### src/rtl/pc_sequencer.sv
// pc_sequencer: registered program-counter stage for the fetch path.
// Holds the current PC, steps it by 4 (or 2 for compressed instructions),
// accepts redirects from the control/branch unit, traps misaligned
// redirect targets, and counts accepted advances.
//
// Handshake: there is no ready. advance is a consume strobe sampled on
// every rising edge. redirect_valid/redirect_target form a valid-only
// request that is also taken on the edge where it is seen. A redirect
// beats an advance in the same cycle, and that advance is dropped.
module pc_sequencer #(
  parameter int               WIDTH            = 32,
  parameter logic [WIDTH-1:0] RESET_PC         = '0,
  parameter bit               ALLOW_COMPRESSED = 1'b1,
  parameter int               COUNT_WIDTH      = 32
) (
  input  logic                   clk,
  input  logic                   reset_n,
  input  logic                   advance,
  input  logic                   compressed,
  input  logic                   redirect_valid,
  input  logic [WIDTH-1:0]       redirect_target,
  output logic [WIDTH-1:0]       pc,
  output logic                   pc_valid,
  output logic                   fault,
  output logic [WIDTH-1:0]       fault_addr,
  output logic [COUNT_WIDTH-1:0] advance_count,
  output logic [1:0]             dbg_state
);

  typedef enum logic [1:0] {
    S_IDLE  = 2'd0,
    S_RUN   = 2'd1,
    S_FAULT = 2'd2
  } state_t;

  state_t                 r_state;
  logic [WIDTH-1:0]       r_pc;
  logic                   r_pc_valid;
  logic                   r_fault;
  logic [WIDTH-1:0]       r_fault_addr;
  logic [COUNT_WIDTH-1:0] r_count;

  logic [WIDTH-1:0]       w_step;
  logic [WIDTH-1:0]       w_pc_next;
  logic                   w_target_aligned;

  // Step size: compressed steps only exist when the ISA variant allows them.
  assign w_step = (ALLOW_COMPRESSED && compressed) ? WIDTH'(2) : WIDTH'(4);

  // Sequential PC; addition wraps naturally modulo 2^WIDTH.
  assign w_pc_next = r_pc + w_step;

  // Only redirects need checking: advances move an aligned PC by even steps.
  assign w_target_aligned = ALLOW_COMPRESSED ? ~redirect_target[0]
                                             : (redirect_target[1:0] == 2'b00);

  // Sequencer FSM with all outputs held in registers.
  always_ff @(posedge clk or negedge reset_n) begin
    if (!reset_n) begin
      r_state      <= S_IDLE;
      r_pc         <= RESET_PC;
      r_pc_valid   <= 1'b0;
      r_fault      <= 1'b0;
      r_fault_addr <= '0;
      r_count      <= '0;
    end else begin
      case (r_state)
        S_IDLE: begin
          // One quiet cycle after reset before the PC is offered to fetch.
          r_state    <= S_RUN;
          r_pc_valid <= 1'b1;
        end

        S_RUN: begin
          if (redirect_valid) begin
            if (w_target_aligned) begin
              r_pc <= redirect_target;
            end else begin
              // Trap: keep the old PC, remember the bad target, stop fetch.
              r_fault      <= 1'b1;
              r_fault_addr <= redirect_target;
              r_pc_valid   <= 1'b0;
              r_state      <= S_FAULT;
            end
          end else if (advance) begin
            r_pc    <= w_pc_next;
            r_count <= r_count + COUNT_WIDTH'(1);
          end
        end

        S_FAULT: begin
          // Only a redirect can leave the trap; advances are ignored here.
          if (redirect_valid) begin
            if (w_target_aligned) begin
              r_pc       <= redirect_target;
              r_fault    <= 1'b0;
              r_pc_valid <= 1'b1;
              r_state    <= S_RUN;
            end else begin
              r_fault_addr <= redirect_target;
            end
          end
        end

        default: begin
          r_state    <= S_IDLE;
          r_pc_valid <= 1'b0;
        end
      endcase
    end
  end

  assign pc            = r_pc;
  assign pc_valid      = r_pc_valid;
  assign fault         = r_fault;
  assign fault_addr    = r_fault_addr;
  assign advance_count = r_count;
  assign dbg_state     = r_state;

endmodule

### config.mk
export PLATFORM = sky130hd
export DESIGN_NAME = pc_sequencer
export DESIGN_NICKNAME = d
export VERILOG_FILES = /design/src/rtl/pc_sequencer.sv
export SDC_FILE = /design/constraint.sdc
export NUM_CORES = 1
export LEC_CHECK = 0
export CAP_MARGIN = 25
export CORE_MARGIN = 2
export CORE_UTILIZATION = 50
export CTS_BUF_LIST = sky130_fd_sc_hd__clkbuf_2 sky130_fd_sc_hd__clkbuf_4 sky130_fd_sc_hd__clkbuf_8
export DETAILED_ROUTE_END_ITERATION = 10
export PLACE_DENSITY = 0.81
export SYNTH_ARGS = -nofsm -noshare
export SYNTH_HDL_FRONTEND = slang
export SYNTH_SLANG_ARGS = --single-unit
### constraint.sdc
create_clock -name clk -period 3.7 [get_ports clk]
set_clock_uncertainty 0.2 [all_clocks]
set_input_delay 1.11 -clock clk [delete_from_list [all_inputs] [get_ports clk]]
set_output_delay 1.11 -clock clk [all_outputs]
set_load 0.01 [all_outputs]
# Word-level counts from Yosys, hierarchy flattened
# Cells that the tools add are included.
# word_totals
regBits,100
word_cells,45
output_inout_bits,100
inputBits,37
# classes
n_bitwise,1
eq_ne,7
reduce_logical,8
mux,21
add_sub_neg,2
# ops
operator,count
32-bit two-way mux,4
32-bit case mux with 2 select lines,1
32-bit by 1-bit adder with 32-bit output (second input constant),1
32-bit by 3-bit adder with 32-bit output,1
3-bit AND reduction,3
1-bit two-way mux,8
2-bit two-way mux,4
2-bit inequality test (second input constant),4
2-bit case mux with 3 select lines,1
5-bit AND reduction,1
4-bit AND reduction,1
3-bit two-way mux,1
3-bit inequality test (second input constant),1
1-bit case mux with 3 select lines,1
2-bit by 1-bit == test with 1-bit output (second input constant),1
2-bit == test (second input constant),1
2-bit logical NOT,1
1-bit case mux with 2 select lines,1
2-bit nonzero test,1
2-bit OR reduction,1
1-bit inverter,1

# Logic depth before layout (Yosys ltp)
# Gate-level depths: netlist of the first run.
# logic_depth
depth_word,5
mapped_depth,9
ltp_nobuf,8

# Worst setup path after synthesis of the first run
# No wires, ideal clock.
# synth_timing
path_kind,input to register
startpoint,input compressed
endpoint,"register r_pc[27], in the netlist pc[27]"
required_ps,3369
path_stages,8
setup_time_ps,131
n_path_buf,0
setup_slack_ps,499
arrival_time_ps,2870
path_cell_list,ha_1 inv_1 fa_1 nand4b_1 nor4_1 nand2_1 and3_1 or3_1
# synth_between
elab_chain_cells,5
# synth_lines
item,line,source
"start, declared",19,"input logic compressed,"
3-bit two-way mux,48,assign w_step = (ALLOW_COMPRESSED && compressed) ? WIDTH'(2) : WIDTH'(4);
32-bit by 3-bit adder with 32-bit output,51,assign w_pc_next = r_pc + w_step;
32-bit two-way mux,85,end else if (advance) begin
32-bit two-way mux,75,if (redirect_valid) begin
32-bit case mux with 2 select lines,67,case (r_state)
"end signal, assigned",77,r_pc <= redirect_target;
"end signal, assigned",86,r_pc <= w_pc_next;
"end signal, assigned",95,r_pc <= redirect_target;
"end, declared",37,logic [WIDTH-1:0] r_pc;
# Every way passes these cells. The select of a mux whose other input is x is not followed.
# A chain may end at the register's enable or synchronous reset.

# Worst setup path in the final report of the first run
# Ends and elaborated chain as after synthesis.

==> summary.md, run 1 <==
| Metric | Value |
|---|---|
| Setup-failing EPs final | `0` |
| RR Startpoint | `pc[1]` |
| Die height | `103 um` |
| Async S/R FF share, synth | `100%` |
| Most common flop cell mapped by yosys | `dfrtp_1` |
| Effective utilization at floorplan | `50.9%` |
| CTS Hold Bufs | `0` |
| CP Max Fanout | `2` |
| Detail Route Antenna Nets | `0` |
| Clk_lat worst skew | `360 ps` |
| Pins Over Slew Limit | `0` |
| F_max | `288 MHz` |
| Via count of the first global-routing pass | `4212` |
| GRT Total Usage | `24.9%` |
| Critical path destination | `pc[27]` |
| Share of cells above drive strength 1 | `13.5%` |
| CTS tree | `done` |
| # Post-CTS Setup Buffers | `0` |
| CP max stage cell | `clkdlybuf4s50_1` |
| Yosys reg bits | `99` |
| Critical path type | `primary input to register` |
| Number of port buffers | `136` |
| Yosys top cell area share | `50.5%` |
| Synthesized netlist cell count | `457` |
| Ys Warns | `0` |
| Worst Setup SP | `compressed` |
| Area of the multi-input gates | `0.00229 mm2` |
| Max-cap violation count | `0` |
| Leak | `2.86 nW` |
| # DRC | `0` |
| Yosys cell types | `62` |
| Register Area | `0.00248 mm2` |
| CP required | `3740 ps` |
| Total power draw | `5.03 mW` |
| DRT Pass-1 Iters | `5` |
| Via count | `4201` |
| Seq/Total Area, Yosys | `50.5%` |
| Global-route wire length before repair | `20600 um` |
| Hold Vio Cnt, Final | `0` |
| R2r setup slk | `1100 ps` |
| Die Wd | `103 um` |
| Max clock buf depth | `2` |
| CP max stage delay | `510 ps` |
| Root Buffer | `clkbuf_8` |
| Most area-consuming cells after synthesis | `dfrtp_1, mux2_2, xnor2_1` |
| Final Net Count | `647` |
| DP HPWL | `9520 um` |
| Drt total wl | `12900 um` |
| CTS Buf Count | `9` |
| Worst setup margin | `228 ps` |
| Number of synthesized flops with an enable pin | `0` |
| Worst r2r dst | `pc[27]` |
| Final Critical Period | `3470 ps` |
| Setup TNS | `0 ps` |
| Crit. End Element | `register` |
| Htree depth | `3` |
| Row count | `36` |
| # clock sinks | `99` |
| Largest net degree at the start of global routing | `55` |
| RSZ-0062 raised after global routing | `no` |
| Hold Slack | `282 ps` |
| Worst Tran Pin Value | `709 ps` |
| Netlist Area Pre-Place | `0.00491 mm2` |
| Initial DRC Count | `160` |
| Total grt overflow | `0` |
| FF-to-FF path depth | `8` |
| Wire per inst | `17.5 um` |
| Core area | `0.00964 mm2` |
| Area growth syn-to-layout | `36.7%` |
| # diodes | `0` |
| Final worst-path cycle share | `93.8%` |
| CP Cell Sequence | `clkdlybuf4s50_1, ha_1, inv_1, fa_1, nand4b_1, nor4_1, nand2_1, and3_1, or3_1` |
| Status | `completed` |
| Synthesized net count | `501` |
| CTS resizes | `0` |
| Worst rel slew slack | `52.5%` |
| Pre-CTS WS | `-76.6 ps` |
| Clock transition at path regs | `90 ps` |
| Number of antenna violations at the first check in global routing | `0` |
| Crit start category | `primary input` |
| Gpl congestion | `0.889` |
| Most frequent cell after synthesis | `dfrtp_1` |
| Filler cells | `796` |
| CP arrival | `3510 ps` |
| Most frequent cells after synthesis | `dfrtp_1, nand2_1, mux2_2` |
| Die area | `0.0106 mm2` |
| Min-delay worst type | `register to register` |
| Ports | `137` |
| Synth area leader | `dfrtp_1` |
| Vias per cell | `5.67` |
| PD cells | `750 mW/mm2` |
| Worst ir drop on vdd | `482 uV` |
| Syn avg cell area | `10.7 um2` |
through the flow:
stage	instances	instance area [um2]	utilization (%)
6_report	741	6710	69.6
5_1_grt	741	6710	69.6
4_1_cts	741	6710	69.6
3_5_place_dp	725	6490	67.4
3_3_place_gp	725	6490	67.4
2_1_floorplan	457	4910	-
report_power, final:
group	leakage [nW]	switching [mW]	internal (mW)	total, mW
registers	1.21	0.389	1.45	1.84
logic	1.54	1.14	1.31	2.46
clock network	0.107	0.363	0.367	0.730
registers in the layout, indices dropped and copies added, names as in the netlist:
| signal | count |
|---|---|
| fault_addr | 32 |
| advance_count | 32 |
| pc_valid | 1 |
| pc | 32 |
| fault | 1 |
| dbg_state | 1 |
critical path, delay by kind of cell:
kind          cells  cell delay [ps]
fa+ha+maj         2              570
simple gates      5             1270
buf+inv           2              570
how the worst min path moves through the flow:
stage	to	startpoint	slack [ps]	depth (start not counted)
3_3_place_gp	fault_addr[0]	fault_addr[0]	250	1
2_1_floorplan	fault_addr[0]	fault_addr[0]	300	1
3_5_place_dp	fault_addr[0]	fault_addr[0]	260	1
5_1_grt	fault_addr[0]	fault_addr[0]	310	1
4_1_cts	fault_addr[0]	fault_addr[0]	290	1
6_report	fault_addr[0]	fault_addr[0]	280	1
kinds of logic (layout without fill, tap and decap cells):
| group | count (synthesis) | in the layout | synth area share, % |
|---|---|---|---|
| and+or+nand+nor | 168 | 168 | 19.2 |
| adders and majority gates | 7 | 7 | 1.94 |
| muxes | 39 | 39 | 8.77 |
| AOI/OAI and AO/OA | 82 | 82 | 11.2 |
| xor gates and xnor gates | 31 | 31 | 5.53 |
| DFF | 99 | 99 | 50.5 |
| buffers and inverters | 31 | 182 | 2.88 |
area by class of cell:
class                   instances  share of cell area, %
well taps                     133                   2.48
clock inverters                 3                  0.690
flip-flops and latches         99                   36.9
inverters                      10                  0.560
multi-input cells             327                   34.1
repair buffers                156                   22.7
clock buffers                  13                   2.48
per-layer routing:
layer | up-vias | global-route usage [%] | part of all wire [%]
met2 | 183 | 41.4 | 49
li1 | 1959 | - | -
met5 | - | 0 | 0
met1 | 2039 | 32.2 | 41
met4 | 0 | 8.20 | 1.5
met3 | 20 | 5.76 | 8.0
layout by cell type, fill, tap and decap left out, types with 18 or more instances in the layout:
| cell type | n |
|---|---|
| buf_4 | 20 |
| nor2_1 | 29 |
| a21oi_1 | 24 |
| nand2_1 | 34 |
| nand4_1 | 19 |
| xnor2_1 | 22 |
| nor3_1 | 18 |
| nand3_1 | 19 |
| dfrtp_1 | 99 |
| clkdlybuf4s50_1 | 135 |
| mux2_2 | 32 |
Note: power is estimated with default switching activity, not from simulation.
==> run 2: changes to the inputs <==
- CTS_CLUSTER_DIAMETER: unset -> 150
==> results of run 2 <==
Same layout as run 1: the final DEF is identical, and so are final timing and power.
==> run 3: changes to the inputs <==
- CAP_MARGIN: 25 -> unset
==> results of run 3 <==
Same layout as run 1: the final DEF is identical, and so are final timing and power.
